==> config.mk <==
export PLATFORM = sky130hd
export DESIGN_NAME = ring_burst_scheduler
export DESIGN_NICKNAME = d
export VERILOG_FILES = /design/src/rtl/ring_burst_scheduler.sv
export SDC_FILE = /design/constraint.sdc
export NUM_CORES = 1
export LEC_CHECK = 0
export ABC_AREA = 1
export CAP_MARGIN = 20
export CORE_MARGIN = 2
export CORE_UTILIZATION = 35
export DETAILED_ROUTE_END_ITERATION = 8
export PLACE_DENSITY = 0.58
export SLEW_MARGIN = 5
export SYNTH_ARGS = -nofsm -noshare
export SYNTH_HDL_FRONTEND = slang
export SYNTH_SLANG_ARGS = --single-unit
export TNS_END_PERCENT = 20
==> constraint.sdc <==
create_clock -name i_clk -period 4.55 [get_ports i_clk]
set_clock_uncertainty 0.15 [all_clocks]
set_input_delay 0.6825 -clock i_clk [delete_from_list [all_inputs] [get_ports i_clk]]
set_output_delay 0.6825 -clock i_clk [all_outputs]
set_load 0.005 [all_outputs]
==> src/rtl/ring_burst_scheduler.sv <==
// ring_burst_scheduler: drains an async-read FIFO into DDR write bursts on a wrapping ring buffer
module ring_burst_scheduler #(
  parameter int BW      = 8,
  parameter int LGFLEN  = 4,
  parameter int LGBURST = 2,
  parameter int AW      = 16,
  parameter int TIMEOUT = 64
) (
  input  logic              i_clk,
  input  logic              i_rstn,
  input  logic              i_enable,
  input  logic              i_flush,
  input  logic [AW-1:0]     i_base,
  input  logic [AW-1:0]     i_limit,
  input  logic [LGFLEN:0]   i_fifo_fill,
  input  logic              i_fifo_empty,
  input  logic [BW-1:0]     i_fifo_data,
  output logic              o_fifo_rd,
  output logic              o_cmd_valid,
  input  logic              i_cmd_ready,
  output logic [AW-1:0]     o_cmd_addr,
  output logic [LGBURST:0]  o_cmd_len,
  output logic              o_wvalid,
  input  logic              i_wready,
  output logic [BW-1:0]     o_wdata,
  output logic              o_wlast,
  output logic [AW-1:0]     o_wr_ofs,
  output logic              o_wrapped,
  output logic              o_busy
);
  localparam int BURST_LEN = 1 << LGBURST;
  localparam int TW = $clog2(TIMEOUT + 1);
  localparam logic [LGFLEN:0] BL_FILL = BURST_LEN[LGFLEN:0];
  typedef enum logic [1:0] {IDLE, CMD, DATA} state_t;
  state_t state, state_n;
  logic [TW-1:0] timer;
  logic [AW-1:0] ofs, limit_q, ofs_eff, room, want, len_w, ofs_end;
  logic [LGBURST:0] count;
  logic full, partial, start, beat, last;
  assign ofs_eff = (ofs >= i_limit) ? '0 : ofs;
  assign room = i_limit - ofs_eff;
  assign full = i_fifo_fill >= BL_FILL;
  assign partial = !i_fifo_empty && i_fifo_fill != '0 && (timer >= TW'(TIMEOUT) || i_flush);
  assign want = full ? AW'(BURST_LEN) : AW'(i_fifo_fill);
  // a burst never crosses the ring end, so clip to the words left before it
  assign len_w = (room < want) ? room : want;
  assign start = state == IDLE && i_enable && i_limit != '0 && (full || partial);
  assign beat = state == DATA && i_wready;
  assign last = beat && count == (LGBURST+1)'(1);
  assign ofs_end = ofs + AW'(o_cmd_len);
  assign o_cmd_valid = state == CMD;
  assign o_wvalid = state == DATA;
  assign o_wlast = o_wvalid && count == (LGBURST+1)'(1);
  assign o_fifo_rd = beat;
  assign o_wdata = i_fifo_data;
  assign o_wr_ofs = ofs;
  assign o_busy = state != IDLE;
  always_comb begin
    state_n = start ? CMD : (state == CMD && i_cmd_ready) ? DATA : last ? IDLE : state;
  end
  always_ff @(posedge i_clk or negedge i_rstn) begin
    if (!i_rstn) state <= IDLE;
    else state <= state_n;
  end
  always_ff @(posedge i_clk or negedge i_rstn) begin
    if (!i_rstn) begin
      timer <= '0;
      ofs <= '0;
      limit_q <= '0;
      count <= '0;
      o_cmd_addr <= '0;
      o_cmd_len <= '0;
      o_wrapped <= 1'b0;
    end else begin
      o_wrapped <= last && ofs_end == limit_q;
      if (start) begin
        timer <= '0;
        ofs <= ofs_eff;
        limit_q <= i_limit;
        o_cmd_addr <= i_base + ofs_eff;
        o_cmd_len <= len_w[LGBURST:0];
      end else if (state == IDLE)
        timer <= (i_fifo_fill == '0) ? '0 : (!full && timer < TW'(TIMEOUT)) ? timer + 1'b1 : timer;
      if (state == CMD && i_cmd_ready) count <= o_cmd_len;
      else if (beat) count <= count - 1'b1;
      if (last) ofs <= (ofs_end == limit_q) ? '0 : ofs_end;
    end
  end
endmodule

==> results.json <==
{
  "drtAntennaViolNets": 0,
  "synthTopCellsByCount": "239 x nand2_1, 142 x inv_1, 83 x nor2_1",
  "die_y_um": 135,
  "crit_path_max_fanout": 7,
  "postCtsSetupRepairBufs": 0,
  "final_util_pct": 48.7,
  "regToRegStartpoint": "o_wr_ofs[14]$_DFFE_PN0P_",
  "clk_latency_ps": 340,
  "dieArea_mm2": 0.0182,
  "crit_type": "in2reg",
  "syn_area_mm2": 0.00599,
  "p_per_area_mw_per_mm2": 245,
  "vias_per_cell": 4.87,
  "cts_tree": "built",
  "synth-warning-count": 0,
  "start_util_pct": 36.0,
  "fin_nets": 1188,
  "critPathCaptureType": "flip-flop",
  "wirelength_mm": 19.2,
  "cpMostUsedCell": "nand2_1",
  "fmax_mhz": 235,
  "stdcell_count": 1299,
  "place_ws_ps": -308,
  "grtUsageTotal_pct": 21.7,
  "synth_top_area_share_pct": 26.7,
  "ys_types": 45,
  "cts_buffers": 9,
  "area_growth_pct": 35.4,
  "fp-row-count": 47,
  "yosysSeqAreaShare_pct": 26.7,
  "vdd_drop_max_mv": 0.174,
  "vias": 6327,
  "grt_pass1_vias": 5955,
  "wl_per_cell_um": 14.8,
  "clock_path_buffers": 2,
  "place_inst": 1285,
  "p_clk_share_pct": 30.2,
  "grt_max_degree": 66,
  "start_kind": "input port",
  "ys_top_cells_by_area": "dfrtp_1 27%, nand2_1 15%, ha_1 12%, inv_1 8.9%, a21oi_1 5.3%",
  "startpoint": "i_limit[15]",
  "finalMaxSlewViolations": 0,
  "setup_viol": 0,
  "required_ps": 4620,
  "critPathMaxStageDelay_ps": 470,
  "place.detailed.hpwl_mm": 15.3,
  "p_leak_nw": 4.26,
  "cp_top_family": "simple AND/OR/NAND/NOR gates",
  "path_cells": "clkdlybuf4s50_1, inv_1, ha_1, nand2_1, nor4_1, buf_4, nand2_1, nand2_4, buf_4, nor2_2, inv_1, ha_2, a21oi_1, nor2_1, nor2_1, nand4_1, nand2_1, nand4_1, nor2_2, nand4_1, nand3_1, nand2_1",
  "die_x_um": 135,
  "cts_root_buffer": "clkbuf_16",
  "gp_congestion": 0.944,
  "synthArstFlopShare_pct": 100,
  "path_depth": 22,
  "clkTransAtPathRegs_ps": 50,
  "swShare_pct": 33.5,
  "ios": 101,
  "p_switching_mw": 0.666,
  "globalRouteOverflowTotal": 0,
  "comb_power_share_pct": 37.7,
  "dr.pass1.iters": 5,
  "cpMaxStageDelayCell": "clkdlybuf4s50_1",
  "drive_gt1_share_pct": 15.5,
  "hold_viol": 0,
  "cp.arrival_ps": 4330,
  "grt.busiest_layer": "met2",
  "antenna_found_initial": 0,
  "pwr-share-seq_pct": 32.1,
  "cts_hold_buffers": 0,
  "yosys.area.top_type": "dfrtp_1",
  "relSlewSlack_pct": 57.0,
  "r2r_cells": 20,
  "syn_area_per_cell_um2": 6.66,
  "p_int_mw": 1.32,
  "rrSetupSlack_ps": 690,
  "outcome": "completed",
  "drcViolationCount": 0,
  "cts_max_level": 3,
  "ys_seq_elements": 64,
  "use_met1_pct": 29.8,
  "diodes": 0,
  "grt_use_met2_pct": 35.6,
  "layout_setup_ws_ps": 292,
  "grt_pass1_wl_mm": 30.7,
  "cp_num_buf_inv": 5,
  "portBuffers": 84,
  "final_cell_area_mm2": 0.00811,
  "drt_iter0_markers": 424,
  "drv_cap": 0,
  "synth_edf_count": 0,
  "use_met3_pct": 3.23,
  "reg2reg_to": "o_cmd_len[1]$_DFFE_PN0P_",
  "synth_ff_type": "dfrtp_1",
  "finalCriticalPeriod_ps": 4260,
  "tightest_slew_ps": 645,
  "crit_end": "o_cmd_len[1]$_DFFE_PN0P_",
  "cts.sinks": 64,
  "period_share_pct": 93.6,
  "netlist_instances": 900,
  "hold_path_class": "in2async",
  "core_mm2": 0.0166,
  "placed_area_mm2": 0.00775,
  "yosysMostFrequentCell": "nand2_1"
}
-- cell families (layout without fill, tap and decap cells) --
logic type	after synthesis	in the layout	synth area share, %
DFF	64	64	26.7
and+or+nand+nor	439	439	31.6
adders and majority gates	59	59	12.7
AOI/OAI and AO/OA	139	139	12.7
other	1	2	0.0626
buffers and inverters	169	347	11.4
xor gates and xnor gates	29	29	4.82
-- worst reg2reg max path, delay by kind of cell, from the launching register on --
kind	cells	cell delay, ps
AOI/OAI and AO/OA	1	210
adders and majority gates	2	640
buffers and inverters	3	440
DFF	1	460
and+or+nand+nor	14	1830
-- worst min-delay path by stage --
stage / end / slack, ps / cells after the start
finish: o_cmd_addr[0]$_DFFE_PN0P_ / 210 / 1
global route: o_cmd_addr[0]$_DFFE_PN0P_ / 250 / 1
CTS: o_cmd_addr[0]$_DFFE_PN0P_ / 340 / 2
detailed placement: o_cmd_addr[0]$_DFFE_PN0P_ / 320 / 2
global placement: o_cmd_addr[0]$_DFFE_PN0P_ / 320 / 2
floorplan: count[0]$_DFFE_PN0P_ / 240 / 0
-- layer usage --
layer  wire (um)  up-vias
met5           0        -
met4         352        0
met3         798       24
met2        8870      144
met1        9140     2910
li1            -     3249
-- metrics by stage --
stage                     hold WS, ps  total power, mW  setup TNS [ps]
after floorplan                   237             1.03               0
final                             210             1.99               0
after global placement            320             1.37            -526
after CTS                         335             1.98               0
after detailed placement          324             1.37           -1250
after global routing              249             2.12           -35.1
-- power by group through the flow --
stage	sequential, mW	combinational, mW	clock [mW]
CTS	0.637	0.729	0.614
floorplan	0.636	0.391	0
global route	0.641	0.840	0.639
detailed placement	0.646	0.723	0
global placement	0.646	0.721	0
finish	0.638	0.749	0.601
-- layout by cell type, fill, tap and decap left out, types with 2 or more instances in the layout --
| cell type | count |
|---|---|
| o21a_1 | 2 |
| ha_1 | 50 |
| nand3b_1 | 7 |
| xor2_1 | 17 |
| nand4_1 | 20 |
| conb_1 | 2 |
| o211ai_1 | 2 |
| nor4_1 | 5 |
| buf_4 | 102 |
| nand3_2 | 4 |
| inv_1 | 141 |
| inv_2 | 4 |
| nor2_1 | 74 |
| xnor2_1 | 9 |
| o21bai_1 | 3 |
| fa_1 | 2 |
| dfrtp_1 | 64 |
| or2_1 | 3 |
| xnor3_1 | 2 |
| clkinv_2 | 2 |
| clkdlybuf4s50_1 | 83 |
| a21oi_1 | 62 |
| o21ai_0 | 49 |
| a31oi_1 | 6 |
| nand2_2 | 11 |
| nor2_2 | 13 |
| ha_4 | 2 |
| a21oi_2 | 5 |
| clkbuf_1 | 2 |
| clkinv_1 | 2 |
| ha_2 | 4 |
| nand3_1 | 50 |
| clkbuf_16 | 9 |
| nor3_1 | 11 |
| nand2_1 | 236 |
-- sequential cells by signal, summed over array words and instances (netlist names) --
signal      cells
o_wr_ofs       16
count           3
o_wrapped       1
o_cmd_len       3
state           2
timer           7
limit_q        16
o_cmd_addr     16
-- area by class of cell --
type	count	area [um2]
timing repair buffer	187	1630
fill	1699	8530
sequential	64	1600
clock buffer	11	233
inverter	147	552
tap	220	275
clock inverter	2	10.0
multi-input combinational	668	3810
-- timing repair --
item	CTS	global route
hold endpoints to repair	0	0
setup endpoints to repair	0	7
gates resized for setup	0	27
(Power assumes the default switching activity.)
